$ cat config.mk
export PLATFORM = sky130hd
export DESIGN_NAME = sat_counter
export DESIGN_NICKNAME = d
export VERILOG_FILES = /design/src/rtl/gate_truth_checker_sat_counter.sv
export SDC_FILE = /design/constraint.sdc
export NUM_CORES = 1
export LEC_CHECK = 0
export CAP_MARGIN = 20
export CORE_AREA = 4 4 41 43
export CTS_BUF_LIST = sky130_fd_sc_hd__clkbuf_2 sky130_fd_sc_hd__clkbuf_4 sky130_fd_sc_hd__clkbuf_8
export CTS_CLUSTER_DIAMETER = 30
export DETAILED_ROUTE_END_ITERATION = 12
export DIE_AREA = 0 0 45 47
export PLACE_DENSITY = 0.6
export REMOVE_ABC_BUFFERS = 1
export SETUP_SLACK_MARGIN = 0.3
export SYNTH_ARGS = -nofsm -noshare
export SYNTH_HDL_FRONTEND = slang
export SYNTH_SLANG_ARGS = --single-unit
$ cat constraint.sdc
create_clock -name clk -period 3.2 [get_ports clk]
set_input_delay 0.64 -clock clk [delete_from_list [all_inputs] [get_ports clk]]
set_output_delay 0.64 -clock clk [all_outputs]
set_load 0.02 [all_outputs]
$ cat src/rtl/gate_truth_checker_sat_counter.sv
// Saturating up-counter with synchronous clear; clear has priority over increment.
module sat_counter #(
  parameter int CNT_W = 8
) (
  input  logic             clk,
  input  logic             rst_n,
  input  logic             clr_i,
  input  logic             inc_i,
  output logic [CNT_W-1:0] count_o
);

  logic [CNT_W-1:0] count_q;
  logic [CNT_W-1:0] count_d;

  always_comb begin
    count_d = count_q;
    if (clr_i) begin
      count_d = '0;
    end else if (inc_i && (count_q != {CNT_W{1'b1}})) begin
      count_d = count_q + CNT_W'(1);
    end
  end

  always_ff @(posedge clk) begin
    if (!rst_n) begin
      count_q <= '0;
    end else begin
      count_q <= count_d;
    end
  end

  assign count_o = count_q;

endmodule

==> results.tsv <==
metric	value	unit
r2r_slack	1.88	ns
cts_sinks	8	
async_flop_share	0	%
synthTopCellsByArea	dfxtp_1 (38%), and4_1 (8.3%), mux2i_1 (7.1%), a21oi_1 (5.9%), nand2_1 (4.5%)	
cts_resized	0	
ys_top_cells_by_count	dfxtp_1 (8), a21oi_1 (5), nand2_1 (5)	
crit_type	reg -> out	
drc_errors	0	
final_hold_viol_count	0	
hpwl	675.2	um
area_delta_synth_final	35.91	%
finalSetupViolCount	0	
cp_slowest_cell	clkdlybuf4s50_1	
peakVddDrop	170.4	uV
maxCapViolCount	0	
synth.mux.area_fraction	7.122	%
cp-end-kind	primary output	
grt_setup_unrepaired	no	
initialDrtViolationCount	10	
critPathRequiredTime	2.56	ns
relSlewSlack	68.61	%
hold_path_startpoint	count_o[1]$_SDFFE_PP0P_	
grt_max_degree	10	
synth_edf_count	0	
cpPeakStageDelay	0.66	ns
yosys.cell_types.count	19	
insertion_delay	0.26	ns
p_total	0.1931	mW
place_area	550.5	um^2
critical_path.startpoint	count_o[4]$_SDFFE_PP0P_	
hold_buffers	0	
initial_core_util	32.40	%
min_path_cells	2	
p_leak	0.2066	nW
ys_ff_latch	8	
critPathMaxFanout	9	
path_buf_inv	1	
pin_count	12	
ys_seq_area_share	37.98	%
status	finished clean	
synthAdderAreaFrac	2.967	%
globalRoute.totalOverflow	0	
syn_area	421.7	um^2
tightest_slew	0.4699	ns
yosys.area.top_type	dfxtp_1	
dr_total_vias	399	
synth_top_area_share	37.98	%
cts_buffer_depth	2	
drive_above_1_share	11.67	%
yosysMostFrequentCell	dfxtp_1	
post-cts-setup-buffers	0	
startpoint_type	flop	
final_max_slew_viol_count	0	
r2r_cells	4	
path_cells	clkdlybuf4s50_1	
max_freq	493.7	MHz
timing.rr.end	count_o[5]$_SDFFE_PP0P_	
io_buffers	11	
finalSetupTns	0	ns
synth-main-ff-cell	dfxtp_1	
n_fill_cell	140	
synth_xor_area_share	0	%
crit_arrival	1.39	ns
r2r-start	count_o[0]$_SDFFE_PP0P_	
cts_inserted_buffers	3	
synth.avg_cell_area	9.166	um^2
power_per_cell_area	337.0	nW/um^2
fin_crit_sh	63.30	%
n_antenna_cell	0	
grt_antenna_before_repair	0	
yosysWarnings	0	
viasPerCell	5.320	
grt_pass1_wl	1628	um
synth_top_family_by_area	simple AND/OR/NAND/NOR gates	
fin_area	573.1	um^2
rows	13	
synth_compound_area_share	18.99	%
globalRouteTotalUtil	11.32	%
clockRootBuffer	clkbuf_4	
hold_path_class	reg -> reg	
finClkSkew	0.006275	ns
place_congestion	0.7991	
largest_register_ff_count	8	
path_clk_slew	0.06	ns
synth-simple-area-share	32.94	%
grt_pass1_vias	356	
cts_tree	yes	
dr.pass1.iters	2	
die_x	45	um
die_h	47	um
antenna_left	0	
hold-path-endpoint	count_o[1]$_SDFFE_PP0P_	
die-area	2115	um^2
routed_wl	930	um
h-tree-depth	1	
nets	67	
synthCells	46	
core_area	1301	um^2
period_needed	2.026	ns
crit_family	buffers and inverters	
wl_per_cell	12.40	um
[cell families after synthesis]
group                    Yosys count
multiplexers                       3
AO/OA/AOI/OAI                     12
AND/OR/NAND/NOR                   22
adder cells (fa/ha/maj)            1
flip-flops                         8
[metrics by stage]
step | hold WS [ns] | worst slack, ns | std cells | util, %
after floorplan | 0.5649 | 1.865 | 46 | -
after CTS | 0.5155 | 1.178 | 75 | 44.04
after global placement | 0.5092 | 1.305 | 72 | 42.31
after global routing | 0.5665 | 1.100 | 75 | 44.04
final | 0.5077 | 1.174 | 75 | 44.04
after detailed placement | 0.5074 | 1.304 | 72 | 42.31
[worst max path at each step]
stage	cells past startpoint	end	slack [ns]
after floorplan	4	count_o[5]$_SDFFE_PP0P_	1.87
after global placement	4	count_o[3]$_SDFFE_PP0P_	1.30
after detailed placement	4	count_o[3]$_SDFFE_PP0P_	1.30
after CTS	1	count_o[4]	1.18
after global routing	1	count_o[4]	1.10
final	1	count_o[4]	1.17
[per-layer routing]
| layer | vias up | share of wire [%] | GRT usage (%) | wire, um |
|---|---|---|---|---|
| li1 | 208 | - | - | - |
| met1 | 180 | 44 | 12.81 | 408 |
| met2 | 9 | 47 | 16.38 | 435 |
| met3 | 2 | 8.1 | 7.663 | 75 |
| met4 | 0 | 1.2 | 5.263 | 11 |
| met5 | - | 0 | 0 | 0 |
[power breakdown]
| part | total (mW) | switching [mW] | internal [mW] |
|---|---|---|---|
| combinational | 0.0136 | 0.00608 | 0.00751 |
| clock | 0.0778 | 0.0349 | 0.0430 |
| sequential | 0.102 | 0.00115 | 0.101 |
[placed cells by master (no fill, tap or decap)]
cell type / instances
clkdlybuf4s50_1: 11
dfxtp_1: 8
a21oi_1: 5
nand2_1: 5
and4_1: 4
nand2b_1: 3
nor2b_1: 3
mux2i_1: 3
clkbuf_4: 3
a31oi_1: 2
nor3_1: 2
o21ai_0: 2
and3_1: 1
nand3_1: 1
and4_4: 1
a21boi_2: 1
nand4_1: 1
a211oi_2: 1
nor2b_2: 1
a311oi_1: 1
ha_1: 1
[final cells by class]
class                           instances  area, um^2  share of cell area (%)
Timing Repair Buffer                   11       110.1                   19.21
Clock buffer                            3       22.52                   3.930
Sequential cell                         8       160.2                   27.95
Multi-Input combinational cell         38       261.5                   45.63
Tap cell                               15       18.77                   3.275
Note: power is estimated with default switching activity, not from simulation.
